`src/rtl/clk_div_pkg.sv`:
```
// Shared definitions for the divided-clock period detector.
package clk_div_pkg;

    typedef enum logic [1:0] {
        IDLE    = 2'd0,
        MEASURE = 2'd1,
        TIMEOUT = 2'd2
    } det_state_t;

    localparam int LOCK_CNT_DEFAULT = 4;

endpackage : clk_div_pkg

```
`src/rtl/sync_2ff.sv`:
```
// Two-flop synchronizer for a single asynchronous bit; both stages clear on reset.
module sync_2ff (
    input  logic clk,
    input  logic reset,
    input  logic d,
    output logic q
);

    logic meta;

    // NOTE: non-blocking assignments let meta and q update from the values held before the edge, forming a real two-stage chain.
    always_ff @(posedge clk) begin
        if (!reset) begin
            meta <= 1'b0;
            q    <= 1'b0;
        end else begin
            meta <= d;
            q    <= meta;
        end
    end

endmodule : sync_2ff

```
`src/rtl/clk_div_detector.sv`:
```
// Measures rise-to-rise period and high time of an asynchronous divided clock,
// flags lock after repeated equal periods and overflow when edges stop.
module clk_div_detector
    import clk_div_pkg::*;
#(
    parameter int CNT_W    = 8,
    parameter int LOCK_CNT = LOCK_CNT_DEFAULT
) (
    input  logic             clk,
    input  logic             reset,
    input  logic             div_in,
    output logic [CNT_W-1:0] period,
    output logic [CNT_W-1:0] high_time,
    output logic             valid,
    output logic             locked,
    output logic             overflow
);

    localparam int               MW         = $clog2(LOCK_CNT + 1);
    localparam logic [CNT_W-1:0] CNT_MAX    = '1;
    localparam logic [MW-1:0]    MATCH_FULL = MW'(LOCK_CNT);

    det_state_t       state;
    logic             synced;
    logic             prev;
    logic             rise;
    logic             have_prev;
    logic [CNT_W-1:0] pcnt;
    logic [CNT_W-1:0] hcnt;
    logic [MW-1:0]    match_cnt;
    logic [MW-1:0]    match_next;

    sync_2ff u_sync (
        .clk   (clk),
        .reset (reset),
        .d     (div_in),
        .q     (synced)
    );

    assign rise = synced & ~prev;

    // A measurement only counts as a match when a previous period exists in this run.
    always_comb begin
        match_next = '0;
        if (have_prev && (pcnt == period)) begin
            match_next = (match_cnt == MATCH_FULL) ? match_cnt : match_cnt + 1'b1;
        end
    end

    always_ff @(posedge clk) begin
        if (!reset) begin
            state     <= IDLE;
            prev      <= 1'b0;
            have_prev <= 1'b0;
            pcnt      <= '0;
            hcnt      <= '0;
            match_cnt <= '0;
            period    <= '0;
            high_time <= '0;
            valid     <= 1'b0;
            locked    <= 1'b0;
            overflow  <= 1'b0;
        end else begin
            prev  <= synced;
            valid <= 1'b0;
            case (state)
                IDLE, TIMEOUT: begin
                    if (rise) begin
                        state     <= MEASURE;
                        pcnt      <= CNT_W'(1);
                        hcnt      <= CNT_W'(1);
                        have_prev <= 1'b0;
                    end
                end
                MEASURE: begin
                    if (rise) begin
                        period    <= pcnt;
                        high_time <= hcnt;
                        valid     <= 1'b1;
                        overflow  <= 1'b0;
                        match_cnt <= match_next;
                        locked    <= (match_next == MATCH_FULL);
                        have_prev <= 1'b1;
                        pcnt      <= CNT_W'(1);
                        hcnt      <= CNT_W'(1);
                    end else if (pcnt == CNT_MAX) begin
                        // No edge within the counter range: drop lock and wait for edges again.
                        state     <= TIMEOUT;
                        overflow  <= 1'b1;
                        locked    <= 1'b0;
                        match_cnt <= '0;
                        have_prev <= 1'b0;
                    end else begin
                        pcnt <= pcnt + 1'b1;
                        hcnt <= hcnt + CNT_W'(synced);
                    end
                end
                default: state <= IDLE;
            endcase
        end
    end

endmodule : clk_div_detector
```
`config.mk`:
```
export PLATFORM = sky130hd
export DESIGN_NAME = clk_div_detector
export DESIGN_NICKNAME = d
export VERILOG_FILES = /design/src/rtl/clk_div_pkg.sv /design/src/rtl/sync_2ff.sv /design/src/rtl/clk_div_detector.sv
export SDC_FILE = /design/constraint.sdc
export NUM_CORES = 1
export LEC_CHECK = 0
export BUFFER_PORTS_ARGS = -buffer_cell sky130_fd_sc_hd__buf_4
export CORE_MARGIN = 2
export CORE_UTILIZATION = 60
export DETAILED_ROUTE_END_ITERATION = 10
export PLACE_DENSITY = 0.87
export SKIP_LAST_GASP = 1
export SLEW_MARGIN = 20
export SYNTH_ARGS = -nofsm -noshare
export SYNTH_HDL_FRONTEND = slang
export SYNTH_SLANG_ARGS = --single-unit
```
`constraint.sdc`:
```
create_clock -name clk -period 5.1 [get_ports clk]
set_input_delay 1.02 -clock clk [delete_from_list [all_inputs] [get_ports clk]]
set_output_delay 1.02 -clock clk [all_outputs]
set_load 0.005 [all_outputs]
```
======== Word level (Yosys, flattened, before mapping) ========
Cells that the tools add are included.
storage, ports and cells
  flip-flop bits (word level) ............. 44
  input bits .............................. 3
  output and inout port bits .............. 19
cells by class
  $add $sub $neg .......................... 3
  eq/ne operators ......................... 11
  muxes and demuxes ....................... 23
  bitwise logic cells ..................... 2
  reductions and logical operators ........ 11
operator list
  operator                                                         count
  8-bit two-way mux                                                5
  8-bit case mux with 2 select lines                               2
  3-bit two-way mux                                                4
  3-bit AND reduction                                              3
  8-bit by 1-bit adder with 8-bit output                           1
  8-bit by 1-bit adder with 8-bit output, second input constant    1
  8-bit == test                                                    1
  8-bit == test, second input constant                             1
  1-bit two-way mux                                                7
  3-bit == test, second input constant                             2
  2-bit two-way mux                                                3
  2-bit != test, second input constant                             3
  3-bit != test, second input constant                             2
  2-bit AND reduction                                              3
  2-bit case mux with 2 select lines                               1
  2-bit nonzero test                                               2
  3-bit by 1-bit adder with 3-bit output, second input constant    1
  2-bit by 1-bit == test with 1-bit output, second input constant  1
  2-bit == test, second input constant                             1
  2-bit logical NOT                                                1
  1-bit case mux with 2 select lines                               1
  2-bit OR reduction                                               1
  1-bit bitwise AND                                                1
  1-bit logical AND                                                1
  1-bit inverter                                                   1

======== Logic depth before layout (Yosys ltp) ========
Gate-level depths: netlist of run 1.
  word-level depth ........................ 5
  depth in mapped cells ................... 6
  depth with buffers taken out ............ 6

======== Hierarchy ========
From an unflattened synthesis of run 1, not the netlist that was laid out.
unflattened totals
  cell total of the unflattened synthesis .. 231
  area, all modules ....................... 2163.3 um^2
by module, submodules not included
  module            instances  cells an instance  area each (um^2)  sequential area each (um^2)
  clk_div_detector  1          227                2110.8            840.8
  sync_2ff          1          4                  52.6              40.0

======== Worst setup path before layout of run 1 ========
OpenSTA, ideal clock, no wires.
  path kind ............................... input -> register
  start point ............................. input reset
  end point ............................... register locked
  setup time .............................. 117 ps
  arrival time ............................ 1661 ps
  required time ........................... 4983 ps
  setup slack ............................. 3322 ps
  stages on the path ...................... 4
  cell sequence ........................... nor2b_1 buf_2 a21boi_2 a22o_1
RTL lines
  element                 line                    text
  start: declaration      clk_div_detector.sv:10  input logic reset,
  end signal: assignment  clk_div_detector.sv:82  locked <= (match_next == MATCH_FULL);
  end: declaration        clk_div_detector.sv:15  output logic locked,

======== Final worst setup path of run 1 ========
  start point ............................. register period[0]
  end point ............................... output period[0]
RTL lines
  element                   line                    text
  start: declaration        clk_div_detector.sv:12  output logic [CNT_W-1:0] period,
  start signal: assignment  clk_div_detector.sv:77  period <= pcnt;
No word-level cell between the ends.

==> flow_metrics.tcl, run 1 <==
set metrics [dict create \
    synthSimpleGateAreaFrac_pct 17.0 \
    hold_violations 0 \
    final_cells 251 \
    die_h_um 60.8 \
    grt_busiest_layer "met2" \
    synthCells 189 \
    startpoint_type "flip-flop" \
    ys_seq_area_share_pct 45.6 \
    rows 20 \
    arrival_ns 0.90 \
    grt_use_total_pct 24.6 \
    synthAdderAreaFrac_pct 3.24 \
    critical-path-top-delay-family "flip-flops" \
    synth.mux.area_fraction_pct 0 \
    viasPerCell 6.20 \
    power_leakage_nw 0.908 \
    slowest_delay_ns 0.42 \
    period_needed_ns 1.92 \
    clock_tree.root_cell "clkbuf_4" \
    grt_max_degree 19 \
    htree_levels 2 \
    grt_overflow 0 \
    hp-class "flip-flop to flip-flop" \
    synth-edff-count 0 \
    use_met2_pct 41.0 \
    outcome "completed" \
    cp_slowest_cell "dfxtp_1" \
    synth_cell_types 45 \
    cts.path.max_buffers 2 \
    syn_nets 197 \
    cts_tree "built" \
    crit_buf_inv 1 \
    setup-violations-final 0 \
    timing.setup.tns_ns 0 \
    cts.sinks 44 \
    grt_pass1_vias 1455 \
    drc_errors 0 \
    gp_congestion 0.838 \
    synth_top_family_by_area "compound AO/OA/AOI/OAI gates" \
    fin_crit_sh_pct 37.7 \
    avgSynthCellArea_um2 10.2 \
    dr.pass1.iters 4 \
    area_growth_pct 11.3 \
    hpwl_um 2780 \
    rsz0062_at_grt "no" \
    cts_resized 0 \
    cts_buffers 5 \
    holdBufCountCts 0 \
    drv_slew 0 \
    use_met1_pct 31.9 \
    clkSlewWorstSetupHoldPaths_ns 0.12 \
    use_met3_pct 5.97 \
    vias 1557 \
    synth_xor_xnor_area_share_pct 4.08 \
    initial_core_util_pct 63.3 \
    wl_um 3990 \
    nets 215 \
    yosys_most_used_dff "dfxtp_1" \
    slew_headroom_pct 54.2 \
    wl_per_cell_um 15.9 \
    crit_chain "buf_4" \
    worstPathRequired_ns 4.08 \
    maxCapViolCount 0 \
    first_iter_violations 81 \
    crit_type "flip-flop to primary output" \
    die_w_um 60.8 \
    maxClockFrequency_ghz 0.520 \
    finalClockSkew_ns 0.00684 \
    ir_drop_mv 0.214 \
    layout-drive-gt1-share_pct 17.4 \
    netlist_area_mm2 0.00193 \
    core-area_mm2 0.00305 \
    drtAntennaViolNets 0 \
    clk_latency_ns 0.35 \
    power_density_mw_per_mm2 258 \
    grt_first_pass_wirelength_um 6810 \
    ys_ff_latch 44 \
    crit_path_max_fanout 3 \
    port_buffers 21 \
    synth-compound-area-share_pct 26.0 \
    cts_setup_buffers 0 \
    async_reset_ff_share_pct 0 \
    pin_count 22 \
    critPathCaptureType "primary output" \
    antenna_found_initial 0 \
    antennaDiodeCount 0 \
    yosysWarnings 0 \
    dp_cells 244 \
    worstMarginPinSlew_ns 0.687 \
    die-area_mm2 0.00369 \
]
-- worst paths after layout --
kind	startpoint	to	slack, ns	depth (start not counted)
worst max register to register	pcnt[0]	hcnt[7]	3.32	5
worst max-delay path	period[0]	period[0]	3.18	1
worst min-delay path	u_sync.meta	u_sync.q	0.44	1
worst min register to register	u_sync.meta	u_sync.q	0.44	1
-- registers in the layout, indices dropped and copies added, names as in the netlist --
register	flops
overflow	1
hcnt	8
high_time	8
u_sync.meta	1
match_cnt	3
have_prev	1
prev	1
state	2
period	8
pcnt	8
valid	1
u_sync.q	1
locked	1
-- cells by family after synthesis --
logic type	Yosys count
compound gates	61
xor+xnor	9
fa+ha+maj	5
buf+inv	14
flops	44
simple gates	56
-- stage by stage --
stage	utilization [%]	instance area [µm²]	hold WS [ns]	power [W]	setup slack [ns]
after global placement	68.3	2090	0.417	0.000381	3.05
final	70.5	2150	0.443	0.000555	3.18
after detailed placement	68.3	2090	0.417	0.000383	3.00
after CTS	70.5	2150	0.445	0.000558	3.18
after floorplan	-	1930	0.412	0.000375	3.32
after global routing	70.5	2150	0.501	0.000575	3.12
-- cell usage in the layout, fill, tap and decap left out, types with 4 or more instances in the layout --
| cell | instances |
|---|---|
| nor4_1 | 5 |
| nand2_1 | 7 |
| nand3_1 | 8 |
| xnor2_1 | 9 |
| dfxtp_1 | 44 |
| o21a_1 | 5 |
| clkbuf_4 | 5 |
| and3_1 | 6 |
| buf_4 | 22 |
| and2_1 | 6 |
| a22o_1 | 19 |
| nor2b_1 | 4 |
| ha_1 | 5 |
| a31oi_1 | 8 |
-- Yosys cell counts, types with 3 or more instances --
| cell type | number | area [µm²] |
|---|---|---|
| nand3_1 | 8 | 40.0 |
| nand4_1 | 3 | 18.8 |
| o21a_1 | 5 | 37.5 |
| dfxtp_1 | 44 | 881 |
| nor2_1 | 3 | 11.3 |
| buf_2 | 6 | 30.0 |
| nor3_1 | 3 | 15.0 |
| a22o_1 | 19 | 166 |
| a21o_1 | 3 | 22.5 |
| nand2_1 | 7 | 26.3 |
| ha_1 | 5 | 62.6 |
| a21oi_1 | 3 | 15.0 |
| nor2b_1 | 4 | 25.0 |
| a31oi_1 | 8 | 50.1 |
| nor4_1 | 5 | 31.3 |
| inv_1 | 3 | 11.3 |
| xnor2_1 | 9 | 78.8 |
| nand2b_1 | 3 | 18.8 |
| and2_1 | 6 | 37.5 |
| and3_1 | 6 | 37.5 |
| o21ai_0 | 3 | 15.0 |
-- power by group --
part           switching (W)  internal [W]  leakage [nW]  total (W)
sequential        0.00000359      0.000347         0.355   0.000350
combinational      0.0000158    0.00000916         0.516  0.0000249
clock               0.000101     0.0000783        0.0374   0.000180
total               0.000121      0.000434         0.908   0.000555
-- layer usage --
layer / share of wire (%) / wire [µm] / up-vias
met4: 1.1 / 44 / 0
met1: 46 / 1850 / 752
met5: 0 / 0 / -
li1: - / - / 762
met2: 48 / 1930 / 38
met3: 3.9 / 155 / 5
-- area by class of cell --
class,instances,area [µm²]
flip-flops and latches,44,881
well taps,44,55.1
repair buffers,22,165
clock buffers,7,65.1
fillers,246,902
inverters,3,11.3
multi-input cells,131,973
Power figures use the tool's default switching activity.
==> run 2, diff against run 1 <==
--- a/config.mk
+++ b/config.mk
@@ -7,9 +7,9 @@
 export LEC_CHECK = 0
 export BUFFER_PORTS_ARGS = -buffer_cell sky130_fd_sc_hd__buf_4
 export CORE_MARGIN = 2
-export CORE_UTILIZATION = 60
+export CORE_UTILIZATION = 57
 export DETAILED_ROUTE_END_ITERATION = 10
-export PLACE_DENSITY = 0.87
+export PLACE_DENSITY = 0.83
 export SKIP_LAST_GASP = 1
 export SLEW_MARGIN = 20
 export SYNTH_ARGS = -nofsm -noshare
==> constraint.sdc (replaced) <==
create_clock -name clk -period 1.9 [get_ports clk]
set_input_delay 0.38 -clock clk [delete_from_list [all_inputs] [get_ports clk]]
set_output_delay 0.38 -clock clk [all_outputs]
set_load 0.005 [all_outputs]
==> flow_metrics.tcl, run 2 (synthesis gave the netlist of run 1 again) <==
set metrics [dict create \
    cts_resized 0 \
    intPower_w 0.00117 \
    maxCapViolCount 0 \
    wl_um 3970 \
    placed_area_mm2 0.00210 \
    grt_overflow 0 \
    timing.setup.tns_ns 0 \
    maxClockFrequency_ghz 0.584 \
    core-area_mm2 0.00328 \
    port_buffers 21 \
    cp_slowest_cell "dfxtp_1" \
    rows 21 \
    initial_core_util_pct 58.9 \
    hold_depth 2 \
    hold_end "u_sync.meta" \
    fin_util_pct 66.0 \
    worstMarginPinSlew_ns 0.519 \
    cts.sinks 44 \
    power_switching_share_pct 22.1 \
    grt_max_degree 18 \
    viasPerCell 6.21 \
    cts.path.max_buffers 2 \
    cts_tree "built" \
    setup-violations-final 0 \
    wl_per_cell_um 15.6 \
    clkPwrFrac_pct 32.8 \
    period_needed_ns 1.71 \
    die_w_um 62.2 \
    startpoint_type "flip-flop" \
    pwr-share-comb_pct 4.5 \
    drv_slew 0 \
    area_growth_pct 12.2 \
    power_density_mw_per_mm2 690 \
    slowest_delay_ns 0.44 \
    slew_headroom_pct 64.5 \
    arrival_ns 1.96 \
    whs_ns 0.236 \
    gp_congestion 0.871 \
    ff2ff_path_depth 5 \
    worstHoldStart "div_in" \
    die_h_um 62.2 \
    worstPathRequired_ns 2.15 \
    final_common_cell "dfxtp_1" \
    finalClockSkew_ns 0.00706 \
    final_cell_mix "dfxtp_1, buf_4, a22o_1, xnor2_1" \
    fin_crit_sh_pct 90.1 \
    layout-drive-gt1-share_pct 18.2 \
    ir_drop_mv 0.545 \
    grt_use_total_pct 22.2 \
    r2r_setup_slack_ns 0.19 \
    clock_tree.root_cell "clkbuf_4" \
    power_w 0.00150 \
    reg2reg_from "pcnt[0]" \
    first_iter_violations 88 \
    clkSlewWorstSetupHoldPaths_ns 0.11 \
    nets 217 \
    reg2reg_to "hcnt[7]" \
    pin_count 22 \
    critPathCaptureType "flip-flop" \
    die-area_mm2 0.00387 \
    hold_violations 0 \
    dr.pass1.iters 4 \
    clk_latency_ns 0.35 \
    hpwl_um 2800 \
    switchingPower_w 0.000331 \
    drc_errors 0 \
    holdBufCountCts 0 \
    rsz0062_at_grt "no" \
    vias 1583 \
    grt_first_pass_wirelength_um 6910 \
    hp-class "primary input to flip-flop" \
    fillers 272 \
    crit_path_max_fanout 11 \
    crit_type "flip-flop to flip-flop" \
    drtAntennaViolNets 0 \
    cts_buffers 5 \
    power_leakage_nw 0.919 \
    antennaDiodeCount 0 \
    grt_pass1_vias 1602 \
    crit_buf_inv 0 \
    stdcell_area_mm2 0.00217 \
    htree_levels 2 \
    critical-path-top-delay-family "simple AND/OR/NAND/NOR gates" \
    power_frac_seq_pct 62.8 \
    cts_setup_buffers 0 \
    antenna_found_initial 0 \
    crit_chain "ha_1, and3_1, nand2_1, and4_1, a211o_1" \
    outcome "completed" \
]
==> run 2: stage by stage <==
stage | worst slack [ns] | std cells
final | 0.188 | 255
after global routing | 0.0678 | 255
after CTS | 0.215 | 255
after detailed placement | 0.225 | 248
after global placement | 0.301 | 248
after floorplan | 0.257 | 189
==> run 2: how the worst max path moves through the flow <==
stage             start      endpoint  cells after the start
3_3_place_gp    pcnt[0]       pcnt[7]                      5
4_1_cts         pcnt[0]       hcnt[7]                      5
2_1_floorplan   pcnt[0]       pcnt[7]                      6
6_report        pcnt[0]       hcnt[7]                      5
5_1_grt        state[0]  match_cnt[0]                      4
3_5_place_dp    pcnt[0]       hcnt[7]                      5
==> run 2: power by group through the flow <==
stage / sequential (W) / clock, W / combinational (W)
6_report: 0.000939 / 0.000490 / 0.0000671
3_3_place_gp: 0.000959 / 0 / 0.0000657
4_1_cts: 0.000939 / 0.000500 / 0.0000673
2_1_floorplan: 0.000958 / 0 / 0.0000488
5_1_grt: 0.000941 / 0.000546 / 0.0000744
3_5_place_dp: 0.000960 / 0 / 0.0000669
==> run 2: layout make-up <==
class / instances / area, µm² / area share (%)
multi-input cells: 131 / 973 / 44.9
flip-flops and latches: 44 / 881 / 40.6
repair buffers: 24 / 180 / 8.31
clock buffers: 7 / 65.1 / 3.00
well taps: 46 / 57.6 / 2.65
inverters: 3 / 11.3 / 0.519
==> run 2: layer usage <==
| metal | GRT usage, % | part of all wire [%] |
|---|---|---|
| met5 | 0 | 0 |
| met4 | 11.4 | 2.4 |
| met3 | 6.70 | 5.1 |
| met2 | 35.1 | 49 |
| met1 | 27.4 | 44 |
